[config.mk]
export PLATFORM = sky130hd
export DESIGN_NAME = psu_cwdseq
export DESIGN_NICKNAME = d
export VERILOG_FILES = /design/src/rtl/psu_cwdseq.sv
export SDC_FILE = /design/constraint.sdc
export NUM_CORES = 1
export LEC_CHECK = 0
export BUFFER_PORTS_ARGS = -buffer_cell sky130_fd_sc_hd__buf_2
export CAP_MARGIN = 20
export CORE_ASPECT_RATIO = 1.25
export CORE_MARGIN = 5
export CORE_UTILIZATION = 50
export CTS_BUF_LIST = sky130_fd_sc_hd__clkbuf_4 sky130_fd_sc_hd__clkbuf_8
export CTS_CLUSTER_DIAMETER = 100
export CTS_CLUSTER_SIZE = 25
export DETAILED_ROUTE_END_ITERATION = 12
export PLACE_DENSITY = 0.72
export REMOVE_ABC_BUFFERS = 1
export SYNTH_ARGS = -nofsm -noshare
export SYNTH_HDL_FRONTEND = slang
export SYNTH_SLANG_ARGS = --single-unit
[constraint.sdc]
create_clock -name clk -period 2.7 [get_ports clk]
set_input_delay 0.27 -clock clk [delete_from_list [all_inputs] [get_ports clk]]
set_output_delay 0.27 -clock clk [all_outputs]
set_load 0.005 [all_outputs]
[src/rtl/psu_cwdseq.sv]
// Codeword-array sequencer: buffers PSU commands in a FIFO and expands each
// into a stream of timestamped per-lane codeword steps over a valid/ready output.
//
// state | meaning
// IDLE  | no command active; pops the FIFO head and emits its step 0
// RUN   | emitting steps 1..len of the active command
module psu_cwdseq #(
    parameter int NUM_PQ     = 16,
    parameter int CWD_BW     = 4,
    parameter int CWD_I      = 0,
    parameter int OPCODE_BW  = 4,
    parameter int IDLEN_BW   = 3,
    parameter int TIME_BW    = 8,
    parameter int FIFO_DEPTH = 4
) (
    input  logic                         clk,
    input  logic                         rst,
    input  logic                         flush,
    input  logic                         cmd_valid,
    output logic                         cmd_ready,
    input  logic [OPCODE_BW-1:0]         cmd_opcode,
    input  logic [NUM_PQ-1:0]            cmd_mask,
    input  logic [NUM_PQ-1:0]            cmd_special,
    input  logic [CWD_BW-1:0]            cmd_cwd,
    input  logic [CWD_BW-1:0]            cmd_cwdsp,
    input  logic [IDLEN_BW-1:0]          cmd_len,
    input  logic [IDLEN_BW:0]            cmd_act,
    input  logic                         cmd_hold,
    input  logic [TIME_BW-1:0]           cmd_tbase,
    input  logic [TIME_BW-1:0]           cmd_tstep,
    output logic                         out_valid,
    input  logic                         out_ready,
    output logic [NUM_PQ*CWD_BW-1:0]     out_cwdarray,
    output logic [TIME_BW-1:0]           out_timing,
    output logic [OPCODE_BW-1:0]         out_opcode,
    output logic [IDLEN_BW-1:0]          out_id,
    output logic                         out_last,
    output logic [$clog2(FIFO_DEPTH):0]  fifo_count
);

    localparam int PTR_W = $clog2(FIFO_DEPTH);
    localparam int CNT_W = PTR_W + 1;
    localparam logic [CNT_W-1:0]  DEPTH_C = CNT_W'(FIFO_DEPTH);
    localparam logic [CWD_BW-1:0] CWD_IV  = CWD_BW'(CWD_I);

    typedef struct packed {
        logic [OPCODE_BW-1:0] opcode;
        logic [NUM_PQ-1:0]    mask;
        logic [NUM_PQ-1:0]    special;
        logic [CWD_BW-1:0]    cwd;
        logic [CWD_BW-1:0]    cwdsp;
        logic [IDLEN_BW-1:0]  len;
        logic [IDLEN_BW:0]    act;
        logic                 hold;
        logic [TIME_BW-1:0]   tbase;
        logic [TIME_BW-1:0]   tstep;
    } cmd_t;

    typedef enum logic [0:0] {
        S_IDLE = 1'b0,
        S_RUN  = 1'b1
    } state_t;

    cmd_t                     mem [FIFO_DEPTH];
    cmd_t                     cmd_in;
    cmd_t                     head;
    cmd_t                     act_q;
    cmd_t                     src;
    logic [PTR_W-1:0]         wr_ptr;
    logic [PTR_W-1:0]         rd_ptr;
    state_t                   state_q;
    state_t                   state_d;
    logic                     push;
    logic                     pop;
    logic                     emit;
    logic                     slot_free;
    logic                     fifo_empty;
    logic                     step_last;
    logic [IDLEN_BW-1:0]      step_id;
    logic [TIME_BW-1:0]       step_time;
    logic [NUM_PQ*CWD_BW-1:0] step_cwd;

    assign cmd_in = '{opcode: cmd_opcode, mask: cmd_mask, special: cmd_special,
                      cwd: cmd_cwd, cwdsp: cmd_cwdsp, len: cmd_len, act: cmd_act,
                      hold: cmd_hold, tbase: cmd_tbase, tstep: cmd_tstep};

    assign cmd_ready  = (fifo_count != DEPTH_C);
    assign fifo_empty = (fifo_count == '0);
    assign slot_free  = ~out_valid | out_ready;
    assign push       = cmd_valid & cmd_ready & ~flush;
    assign head       = mem[rd_ptr];

    // Step 0 comes straight from the FIFO head; later steps build on the
    // last emitted step, which the output registers still hold.
    always_comb begin
        src       = (state_q == S_RUN) ? act_q : head;
        step_id   = (state_q == S_RUN) ? out_id + IDLEN_BW'(1) : '0;
        step_time = (state_q == S_RUN) ? out_timing + act_q.tstep : head.tbase;
        step_last = (step_id == src.len);
        step_cwd  = {NUM_PQ{CWD_IV}};
        for (int i = 0; i < NUM_PQ; i++) begin
            // In hold mode a lane past its active window keeps the last active
            // value, which is the lane codeword itself whenever act > 0.
            if (src.mask[i] && (({1'b0, step_id} < src.act) || (src.hold && src.act != '0)))
                step_cwd[i*CWD_BW +: CWD_BW] = src.special[i] ? src.cwdsp : src.cwd;
        end
    end

    always_comb begin
        state_d = state_q;
        pop     = 1'b0;
        emit    = 1'b0;
        case (state_q)
            S_IDLE: begin
                if (!fifo_empty && slot_free) begin
                    pop  = 1'b1;
                    emit = 1'b1;
                    if (!step_last)
                        state_d = S_RUN;
                end
            end
            S_RUN: begin
                if (slot_free) begin
                    emit = 1'b1;
                    if (step_last)
                        state_d = S_IDLE;
                end
            end
            default: state_d = S_IDLE;
        endcase
        if (flush) begin
            state_d = S_IDLE;
            pop     = 1'b0;
            emit    = 1'b0;
        end
    end

    always_ff @(posedge clk) begin
        if (push)
            mem[wr_ptr] <= cmd_in;
    end

    always_ff @(posedge clk or negedge rst) begin
        if (!rst) begin
            state_q      <= S_IDLE;
            wr_ptr       <= '0;
            rd_ptr       <= '0;
            fifo_count   <= '0;
            act_q        <= '0;
            out_valid    <= 1'b0;
            out_cwdarray <= {NUM_PQ{CWD_IV}};
            out_timing   <= '0;
            out_opcode   <= '0;
            out_id       <= '0;
            out_last     <= 1'b0;
        end else begin
            state_q <= state_d;
            if (flush) begin
                wr_ptr     <= '0;
                rd_ptr     <= '0;
                fifo_count <= '0;
            end else begin
                if (push)
                    wr_ptr <= wr_ptr + PTR_W'(1);
                if (pop)
                    rd_ptr <= rd_ptr + PTR_W'(1);
                case ({push, pop})
                    2'b10:   fifo_count <= fifo_count + CNT_W'(1);
                    2'b01:   fifo_count <= fifo_count - CNT_W'(1);
                    default: fifo_count <= fifo_count;
                endcase
            end
            if (pop)
                act_q <= head;
            if (flush)
                out_valid <= 1'b0;
            else if (emit)
                out_valid <= 1'b1;
            else if (out_ready)
                out_valid <= 1'b0;
            if (emit) begin
                out_cwdarray <= step_cwd;
                out_timing   <= step_time;
                out_opcode   <= src.opcode;
                out_id       <= step_id;
                out_last     <= step_last;
            end
        end
    end

endmodule

# Word level (Yosys, flattened, before mapping)
# Memories as Yosys holds them, arrays and structs flattened.
# Cells that the tools add are included.
[word_totals] inputBits=73 reg_bits=157 memories=1 mem_bits_rw=272
[memory_table] memory="mem" depth=4 width=68 rd=1 rd_ports_with_merged_regs=0 write_ports=1 line="64" rtl="cmd_t mem [FIFO_DEPTH];"
[classes] n_eq_ne=4 muxes=57 bitwise_logic=6 magnitude_cmp=1 n_reduce_logical=26 add_sub_neg=6
[op_table] op="$mux W4" count=32
[op_table] op="$mux W68" count=1
[op_table] op="$logic_and A1 B1 Y1" count=18
[op_table] op="$mux W1" count=14
[op_table] op="$add A8 B8 Y8" count=1
[op_table] op="$mux W2" count=4
[op_table] op="$mux W8" count=1
[op_table] op="$add A3 B1 Y3 const B" count=2
[op_table] op="$mux W3" count=2
[op_table] op="$pmux W3 S2" count=1
[op_table] op="$reduce_bool A3 Y1" count=2
[op_table] op="$add A2 B1 Y2 const B" count=2
[op_table] op="$lt A3 B4 Y1" count=1
[op_table] op="$pmux W1 S2" count=2
[op_table] op="$reduce_bool A2 Y1" count=2
[op_table] op="$reduce_bool A4 Y1" count=1
[op_table] op="$eq A3 B3 Y1" count=1
[op_table] op="$logic_not A3 Y1" count=1
[op_table] op="$ne A3 B3 Y1 const B" count=1
[op_table] op="$not A1 Y1" count=3
[op_table] op="$sub A3 B1 Y3 const B" count=1
[op_table] op="$and A1 B1 Y1" count=2
[op_table] op="$eq A2 B1 Y1 const B" count=1
[op_table] op="$eq A2 B2 Y1 const B" count=1
[op_table] op="other kinds (3)" count=3

# Logic depth before layout (Yosys ltp)
# Gate-level depths: netlist of run 1.
[depth] depth_word=9 mapped_depth=12 depth_no_buf=9

# Least setup slack after synthesis of run 1
# Ideal clock, no wire load.
[synth_path] kind="flip-flop to flip-flop" start="register fifo_count[2]" end="memory mem[0][0] in the netlist's numbering, enable pin" required_time_ns=2.266 synth_period_minus_slack_ns=3.009 stages_incl_launch_ff=5 slack_ns=-0.309 arrival_time_ns=2.575 setup_time_ns=0.434 path_cell_list="dfrtp_1 or3b_2 nand2_1 nor2_1 and2_1"
[synth_via] elab_chain_len=5
[synth_lines] item="from (decl)" line="38" rtl="output logic [$clog2(FIFO_DEPTH):0] fifo_count"
[synth_lines] item="from (signal assigned)" line="168" rtl="2'b10: fifo_count <= fifo_count + CNT_W'(1);"
[synth_lines] item="from (signal assigned)" line="169" rtl="2'b01: fifo_count <= fifo_count - CNT_W'(1);"
[synth_lines] item="from (signal assigned)" line="170" rtl="default: fifo_count <= fifo_count;"
[synth_lines] item="$ne A3 B3 Y1" line="87" rtl="assign cmd_ready = (fifo_count != DEPTH_C);"
[synth_lines] item="named net cmd_ready" line="20" rtl="output logic cmd_ready,"
[synth_lines] item="$and A1 B1 Y1 (2 in series)" line="90" rtl="assign push = cmd_valid & cmd_ready & ~flush;"
[synth_lines] item="$mux W1" line="139" rtl="if (push)"
[synth_lines] item="$mux W1 (implied by the code)" line="140" rtl="mem[wr_ptr] <= cmd_in;"
[synth_lines] item="to (decl)" line="64"
# The timed path passes the listed nets, and every way through them passes these cells.

# Worst setup path in the final report of run 1
[layout_path] start="register rd_ptr[0]" end="register out_cwdarray[17]"
[layout_via] elab_chain_len=7 word_cells_on_any_way=9 classes_between="order compare: 1; mux: 3; reduce/logical: 4; memory: 1"
[layout_lines] item="from (decl)" line="70" rtl="logic [PTR_W-1:0] rd_ptr;"
[layout_lines] item="from (signal assigned)" line="166" rtl="rd_ptr <= rd_ptr + PTR_W'(1);"
[layout_lines] item="$mem_v2 Z4 W68 (*)"
[layout_lines] item="$mux W68 (*)" line="96" rtl="src = (state_q == S_RUN) ? act_q : head;"
[layout_lines] item="parallel branches: the longest is 4 deep, another holds $lt A3 B4 Y1"
[layout_lines] item="$mux W4 (*)" line="104" rtl="if (src.mask[i] && (({1'b0, step_id} < src.act) || (src.hold && src.act != '0)))"
[layout_lines] item="to (signal assigned)" line="151" rtl="out_cwdarray <= {NUM_PQ{CWD_IV}};"
[layout_lines] item="to (signal assigned)" line="182" rtl="out_cwdarray <= step_cwd;"
[layout_lines] item="to (decl)" line="33" rtl="output logic [NUM_PQ*CWD_BW-1:0] out_cwdarray,"
# Every way passes the cells marked *.
# A chain may end at the register's enable or synchronous reset.

==> run_summary.xml, run 1 <==
<?xml version="1.0" encoding="UTF-8"?>
<metrics>
  <group name="outcome">
    <metric name="outcome" unit="">finished clean</metric>
  </group>
  <group name="global_routing">
    <metric name="grt_overflow" unit="">0</metric>
    <metric name="initial_antenna_violation_count" unit="">7</metric>
    <metric name="first_pass_grt_wire_length" unit="microns">58770</metric>
    <metric name="grt_max_degree" unit="">60</metric>
    <metric name="grt.total_usage" unit="%">19.19</metric>
    <metric name="grt_pass1_vias" unit="">10584</metric>
  </group>
  <group name="clocking">
    <metric name="cts.repair.resized" unit="">0</metric>
    <metric name="worst_setup_hold_path_clk_slew" unit="ps">150</metric>
    <metric name="cts_tree" unit="">built</metric>
    <metric name="htreeDepth" unit="">1</metric>
    <metric name="num_cts_buffers" unit="">20</metric>
    <metric name="max-clock-path-buffers" unit="">3</metric>
    <metric name="clk_root_buffer_cell" unit="">clkbuf_8</metric>
    <metric name="clock_latency" unit="ps">590</metric>
    <metric name="cts.sinks" unit="">421</metric>
  </group>
  <group name="critical_path">
    <metric name="critical_path.cell_chain" unit="">buf_4 -&gt; mux4_2 -&gt; mux2i_1 -&gt; a21oi_1 -&gt; o21ai_2 -&gt; o211ai_4 -&gt; buf_12 -&gt; a32o_1</metric>
    <metric name="reg2reg_depth" unit="">8</metric>
    <metric name="data_arrival_time_of_the_worst_path" unit="ps">2990</metric>
    <metric name="critPathRequiredTime" unit="ps">3190</metric>
    <metric name="critPathLaunch" unit="">rd_ptr[0]</metric>
    <metric name="setup.reg_to_reg.worst_slack" unit="ps">200</metric>
    <metric name="max_stage_delay" unit="ps">530</metric>
    <metric name="critical_path_class" unit="">reg -&gt; reg</metric>
    <metric name="cp-start-kind" unit="">register</metric>
    <metric name="cp_max_fo" unit="">29</metric>
    <metric name="worstSetupEndpointType" unit="">register</metric>
    <metric name="critPathSlowestCell" unit="">dfrtp_4</metric>
    <metric name="timing.rr.start" unit="">rd_ptr[0]</metric>
    <metric name="worstReg2RegEnd" unit="">out_cwdarray[17]</metric>
  </group>
  <group name="timing">
    <metric name="setup_violations" unit="">0</metric>
    <metric name="final-hold-violation-count" unit="">0</metric>
    <metric name="final.min_clock_period" unit="ps">2500</metric>
    <metric name="finalCritPeriodShare" unit="%">92.59</metric>
    <metric name="slew_violations" unit="">0</metric>
    <metric name="fmax" unit="MHz">400.0</metric>
    <metric name="clock_skew" unit="ps">16.65</metric>
    <metric name="unrepaired_setup_endpoints_after_global_routing" unit="">no</metric>
    <metric name="worst_pin_slew" unit="ps">735.4</metric>
    <metric name="maxSlewHeadroom" unit="%">50.97</metric>
  </group>
  <group name="power">
    <metric name="pwr_density_cell" unit="nW/um^2">1044</metric>
    <metric name="total_leakage_power" unit="nW">8.006</metric>
    <metric name="worst_ir_drop_on_vdd" unit="mV">0.5307</metric>
    <metric name="p_seq_share" unit="%">42.8</metric>
    <metric name="power_frac_clock" unit="%">13.4</metric>
    <metric name="internal_power" unit="W">0.01371</metric>
    <metric name="p_comb_share" unit="%">43.8</metric>
    <metric name="p_sw" unit="W">0.007583</metric>
    <metric name="sw_frac_of_total" unit="%">35.62</metric>
  </group>
  <group name="route">
    <metric name="vias_per_cell" unit="">5.540</metric>
    <metric name="route.final.wire_length" unit="microns">37010</metric>
    <metric name="ant_nets" unit="">0</metric>
    <metric name="post-route-drc-count" unit="">0</metric>
    <metric name="drt_first_pass_iters" unit="">5</metric>
    <metric name="detail_route.wl_per_cell" unit="microns">20.57</metric>
    <metric name="vias" unit="">9966</metric>
    <metric name="drt_iter0_markers" unit="">758</metric>
  </group>
  <group name="placed_design">
    <metric name="placed_area" unit="sq um">19190</metric>
    <metric name="gp_routability_congestion" unit="">0.8140</metric>
    <metric name="port_buffers" unit="">157</metric>
    <metric name="place_inst" unit="">1680</metric>
    <metric name="hpwl" unit="microns">23670</metric>
  </group>
  <group name="synth">
    <metric name="synth_flop_cell" unit="">edfxtp_1</metric>
    <metric name="post_synth_instance_area" unit="sq um">17530</metric>
    <metric name="synth_sequential_area_ratio" unit="%">67.86</metric>
    <metric name="synth-edff-count" unit="">272</metric>
    <metric name="asyncSetResetFlopFracSynth" unit="%">35.39</metric>
    <metric name="synth_cell_types" unit="">48</metric>
    <metric name="average_size_of_a_mapped_cell" unit="sq um">16.22</metric>
    <metric name="ys_seq_elements" unit="">421</metric>
    <metric name="synthCells" unit="">1081</metric>
    <metric name="yosysWarningCount" unit="">0</metric>
  </group>
  <group name="hold_path">
    <metric name="min_delay_worst_endpoint" unit="">out_valid</metric>
    <metric name="timing.hold.worst.start" unit="">out_ready</metric>
    <metric name="timing.hold.worst_path_depth" unit="">4</metric>
    <metric name="min-delay-path-class" unit="">in -&gt; reg</metric>
  </group>
  <group name="floorplan">
    <metric name="num_rows" unit="">76</metric>
    <metric name="initial_utilization" unit="%">50.79</metric>
    <metric name="die-width" unit="microns">177.5</metric>
    <metric name="design.portCount" unit="">158</metric>
    <metric name="core-area" unit="sq um">34520</metric>
    <metric name="die_area" unit="sq um">38930</metric>
    <metric name="fp.dieH" unit="microns">219.4</metric>
  </group>
  <group name="final_layout">
    <metric name="design.final.nets" unit="">1400</metric>
    <metric name="syn2layout_area_growth" unit="%">16.29</metric>
    <metric name="fin_area" unit="sq um">20390</metric>
    <metric name="proportion_of_layout_cells_with_a_drive_suffix_above_1" unit="%">26.11</metric>
    <metric name="finalNonFillerCells" unit="">1799</metric>
  </group>
  <group name="run">
    <metric name="maxCapViolations" unit="">0</metric>
  </group>
</metrics>
## critical path, delay by kind of cell, from the launching register on
kind,cells,cell delay [ps]
buffers and inverters,2,400
muxes,2,750
AOI/OAI and AO/OA,4,710
DFF,1,530
## flip-flops by register name, summed over array words and instances, names as in the netlist
name          flops
out_id            3
rd_ptr            2
state_q           1
out_timing        8
out_last          1
out_opcode        4
out_valid         1
act_q            60
wr_ptr            2
mem             272
fifo_count        3
out_cwdarray     64
## cells in the mapped netlist (all sizes together) (2+ instances only)
master	count	share of area, %
edfxtp	272	47
nand2	193	4.1
dfrtp	149	21
mux2i	122	7.9
mux4	66	8.5
a32o	64	3.7
buf	45	1.6
nor2	31	0.66
o21ai	20	0.59
clkbuf	19	0.41
ha	14	1.0
inv	11	0.24
a21oi	9	0.26
xnor2	8	0.40
nor3	6	0.17
and2	5	0.18
o211ai	5	0.29
xor2	5	0.25
mux2	4	0.26
nand3	3	0.086
o21a	3	0.13
a211o	2	0.10
and3	2	0.071
fa	2	0.23
nor2b	2	0.071
nor3b	2	0.086
nor4	2	0.11
or3	2	0.071
or4b	2	0.11
## placed cells by master, fill, tap and decap left out, types with 4 or more instances in the layout
cell / count
dlygate4sd3_1: 71
mux4_2: 66
nor3_1: 6
a32o_1: 64
buf_12: 26
mux2i_2: 15
clkbuf_4: 14
diode_2: 6
buf_2: 156
clkbuf_8: 21
mux2_2: 4
mux2i_1: 98
buf_4: 18
mux2i_4: 9
nand2_1: 192
xor2_1: 5
o21ai_0: 19
a21oi_1: 9
edfxtp_1: 272
o211ai_1: 4
ha_1: 14
nor2_1: 31
inv_1: 11
dfrtp_1: 146
xnor2_1: 8
and2_4: 4
## worst max path at each step
stage                             to  slack [ps]  depth (start not counted)
global route        out_cwdarray[46]          80                         10
CTS                 out_cwdarray[17]          50                         10
floorplan              out_timing[7]       -5210                          5
detailed placement  out_cwdarray[17]         100                         10
global placement    out_cwdarray[19]         130                         10
finish              out_cwdarray[17]         200                          8
## metrics by stage
| stage | hold slack (ps) | setup slack [ps] | util (%) | TNS [ps] | power (W) |
|---|---|---|---|---|---|
| global placement | 285.0 | 133.0 | 55.60 | 0 | 0.01823 |
| detailed placement | 282.5 | 95.75 | 55.60 | 0 | 0.01853 |
| floorplan | -25.59 | -5207 | - | -568840 | 0.01530 |
| global route | 74.75 | 77.35 | 59.06 | 0 | 0.02263 |
| CTS | 16.43 | 52.41 | 58.88 | 0 | 0.02147 |
| finish | 70.67 | 200.2 | 59.06 | 0 | 0.02129 |
## logic make-up (layout without fill, tap and decap cells)
kind of cell             count (synthesis)  after routing  synth area share, %
AO/OA/AOI/OAI                          110            110                5.339
XOR/XNOR                                13             13               0.6495
adder cells (fa/ha/maj)                 16             16                1.228
buffers and inverters                   75            319                2.291
flip-flops                             421            421                67.86
multiplexers                           192            192                16.67
other                                    0              6                    0
AND/OR/NAND/NOR                        254            254                5.967
## final cells by class
class | count | area [sq um]
Clock buffer | 35 | 394.1
Timing Repair Buffer | 272 | 2158
Tap cell | 468 | 585.6
Fill cell | 2653 | 14130
Multi-Input combinational cell | 585 | 5254
Clock inverter | 1 | 30.03
Antenna cell | 6 | 15.01
Inverter | 11 | 41.29
Sequential cell | 421 | 11910
## power by group through the flow
stage / Combinational, W / Clock [W] / Sequential [W]
2_1_floorplan: 0.00575 / 0 / 0.00955
3_3_place_gp: 0.00901 / 0 / 0.00923
3_5_place_dp: 0.00923 / 0 / 0.00930
4_1_cts: 0.00935 / 0.00297 / 0.00915
5_1_grt: 0.0102 / 0.00317 / 0.00927
6_report: 0.00932 / 0.00285 / 0.00912
## timing repair
action	4_1_cts	5_1_grt
setup buffers	0	6
hold buffers	71	0
endpoints found under the hold margin	334	0
endpoints found under the setup margin	0	51
## layer usage
| metal | part of all wire, % | track usage [%] |
|---|---|---|
| met1 | 41 | 25.29 |
| met2 | 52 | 33.91 |
| met3 | 5.2 | 2.481 |
| met4 | 2.4 | 4.926 |
| met5 | 0.035 | 0 |
(Power assumes the default switching activity.)
==> run 2: changes to the inputs <==
Settings changed: CORE_UTILIZATION 50 to 56, PLACE_DENSITY 0.72 to 0.79.
==> run 2 against run 1 <==
Compared with the run above:
- design area is 1.4% lower
- core utilization increased by 6.0 points
- die area is 10% lower
- critical path type unchanged
- largest cell class unchanged
==> run_summary.xml, run 2 (same netlist as run 1, synthesis figures left out) <==
<?xml version="1.0" encoding="UTF-8"?>
<metrics>
  <group name="outcome">
    <metric name="outcome" unit="">finished clean</metric>
  </group>
  <group name="timing">
    <metric name="maxSlewHeadroom" unit="%">49.04</metric>
    <metric name="clock_skew" unit="ps">15.14</metric>
    <metric name="setup_violations" unit="">0</metric>
    <metric name="final-hold-violation-count" unit="">0</metric>
    <metric name="final.min_clock_period" unit="ps">2496</metric>
    <metric name="worst_pin_slew" unit="ps">764.4</metric>
    <metric name="finalCritPeriodShare" unit="%">92.45</metric>
    <metric name="unrepaired_setup_endpoints_after_global_routing" unit="">no</metric>
    <metric name="setup-tns-final" unit="ps">0</metric>
    <metric name="fmax" unit="MHz">400.6</metric>
    <metric name="slew_violations" unit="">0</metric>
  </group>
  <group name="route">
    <metric name="post-route-drc-count" unit="">0</metric>
    <metric name="vias_per_cell" unit="">5.836</metric>
    <metric name="ant_nets" unit="">0</metric>
    <metric name="drt_iter0_markers" unit="">915</metric>
    <metric name="detail_route.wl_per_cell" unit="microns">21.63</metric>
    <metric name="vias" unit="">10085</metric>
    <metric name="drt_first_pass_iters" unit="">5</metric>
    <metric name="route.final.wire_length" unit="microns">37370</metric>
  </group>
  <group name="floorplan">
    <metric name="num_rows" unit="">72</metric>
    <metric name="fp.dieH" unit="microns">207.8</metric>
    <metric name="die-width" unit="microns">168.3</metric>
    <metric name="core-area" unit="sq um">30900</metric>
    <metric name="initial_utilization" unit="%">56.73</metric>
    <metric name="die_area" unit="sq um">34960</metric>
    <metric name="design.portCount" unit="">158</metric>
  </group>
  <group name="clocking">
    <metric name="cts.repair.resized" unit="">0</metric>
    <metric name="num_cts_buffers" unit="">20</metric>
    <metric name="cts_tree" unit="">built</metric>
    <metric name="clock_latency" unit="ps">580</metric>
    <metric name="htreeDepth" unit="">1</metric>
    <metric name="max-clock-path-buffers" unit="">3</metric>
    <metric name="cts_post_setup_buffers_inserted" unit="">0</metric>
    <metric name="cts.sinks" unit="">421</metric>
    <metric name="clk_root_buffer_cell" unit="">clkbuf_8</metric>
    <metric name="worst_setup_hold_path_clk_slew" unit="ps">140</metric>
  </group>
  <group name="placed_design">
    <metric name="hpwl" unit="microns">23640</metric>
    <metric name="placed_area" unit="sq um">18980</metric>
    <metric name="gp_routability_congestion" unit="">0.7784</metric>
    <metric name="port_buffers" unit="">157</metric>
  </group>
  <group name="final_layout">
    <metric name="most_frequent_cells_in_the_layout" unit="">edfxtp_1, nand2_1, buf_2, dfrtp_1, mux2i_1</metric>
    <metric name="largest-register" unit="">mem</metric>
    <metric name="ff_latch_area" unit="sq um">11910</metric>
    <metric name="layout_top_registers" unit="">mem (272), out_cwdarray (64), act_q (60)</metric>
    <metric name="syn2layout_area_growth" unit="%">14.71</metric>
    <metric name="multi_input_area" unit="sq um">5254</metric>
    <metric name="design.final.nets" unit="">1394</metric>
    <metric name="largest_register_ff_count" unit="">272</metric>
    <metric name="fin_area" unit="sq um">20110</metric>
    <metric name="layout.cells.most_common" unit="">edfxtp_1</metric>
    <metric name="fillers" unit="">2093</metric>
    <metric name="proportion_of_layout_cells_with_a_drive_suffix_above_1" unit="%">25.80</metric>
  </group>
  <group name="critical_path">
    <metric name="critPathRequiredTime" unit="ps">3170</metric>
    <metric name="worstSetupEndpointType" unit="">register</metric>
    <metric name="cp-start-kind" unit="">register</metric>
    <metric name="critical_path_class" unit="">reg -&gt; reg</metric>
    <metric name="data_arrival_time_of_the_worst_path" unit="ps">2970</metric>
    <metric name="crit_top_cell" unit="">buf_12</metric>
    <metric name="cp_max_fo" unit="">64</metric>
    <metric name="critical_path.cell_chain" unit="">buf_12 -&gt; mux4_2 -&gt; mux2i_1 -&gt; a21oi_1 -&gt; o21ai_2 -&gt; o211ai_4 -&gt; buf_12 -&gt; a32o_1</metric>
    <metric name="max_stage_delay" unit="ps">540</metric>
    <metric name="critPathSlowestCell" unit="">dfrtp_4</metric>
  </group>
  <group name="run">
    <metric name="maxCapViolations" unit="">0</metric>
  </group>
  <group name="global_routing">
    <metric name="grt_overflow" unit="">0</metric>
    <metric name="initial_antenna_violation_count" unit="">3</metric>
    <metric name="grt_pass1_vias" unit="">10736</metric>
    <metric name="grt_max_degree" unit="">65</metric>
    <metric name="grt.total_usage" unit="%">21.31</metric>
    <metric name="first_pass_grt_wire_length" unit="microns">59240</metric>
  </group>
  <group name="power">
    <metric name="pwr_density_cell" unit="nW/um^2">1042</metric>
    <metric name="worst_ir_drop_on_vdd" unit="mV">0.7114</metric>
    <metric name="total_leakage_power" unit="nW">7.917</metric>
  </group>
  <group name="hold_path">
    <metric name="min-delay-path-class" unit="">in -&gt; reg</metric>
  </group>
</metrics>
==> run 2: changes by cell type in the layout (fill, tap and decap cells not counted), sizes merged <==
cell | previous run | this run
dlygate4sd3 | 71 | 70
clkbuf | 35 | 34
buf | 201 | 196
diode | 6 | 3
==> run 2: worst paths after layout <==
| kind | cells past startpoint | from | endpoint | slack (ps) |
|---|---|---|---|---|
| setup / recovery | 8 | rd_ptr[0] | out_cwdarray[26] | 200 |
| hold / removal | 2 | flush | rd_ptr[1] | 50 |
| setup reg to reg | 8 | rd_ptr[0] | out_cwdarray[26] | 200 |
| hold reg to reg | 2 | act_q[17] | act_q[17] | 490 |
| max in group asynchronous | 3 | rst | act_q[65] | 1590 |
| min in group asynchronous | 2 | rst | out_cwdarray[25] | 220 |
==> run 2: worst max-delay path: cells and delay by family (launching register included) <==
family,cells,cell delay (ps)
buf+inv,2,420
compound gates,4,660
flops,1,540
mux,2,730
==> run 2: final cells by class <==
class | count | area share [%]
tap | 407 | 2.532
clock inverter | 1 | 0.1493
clock buffer | 34 | 1.923
antenna | 3 | 0.03733
sequential | 421 | 59.21
timing repair buffer | 266 | 9.812
inverter | 11 | 0.2053
multi-input combinational | 585 | 26.13
==> run 2: per-stage QoR <==
stage                     hold slack (ps)  total power (W)  util (%)  std cells  setup slack (ps)
after floorplan                    -25.59          0.01530         -       1017             -5207
after global placement              273.4          0.01793     61.44       1620             237.8
after detailed placement            292.4          0.01826     61.44       1620             222.5
after CTS                           17.19          0.02109     65.06       1725             194.8
after global routing                37.89          0.02225     65.08       1728             92.28
final                               51.92          0.02094     65.08       1728             203.9
==> run 2: per-layer routing <==
metal / vias to the layer above / wire length (microns) / GRT usage, %
li1: 4546 / - / -
met1: 5140 / 14400 / 27.55
met2: 346 / 19680 / 37.76
met3: 53 / 2375 / 3.238
met4: 0 / 920 / 5.879
met5: - / 0 / 0
==> run 2: power breakdown <==
group	internal, W	switching [W]	leakage [nW]
logic	0.00416	0.00488	3.31
clock network	0.00101	0.00178	0.225
registers	0.00824	0.000873	4.38
==> run 2: timing repair <==
item                                    in CTS  in global routing
hold endpoints to repair                   324                  0
hold buffers                                70                  0
endpoints found under the setup margin       0                  0
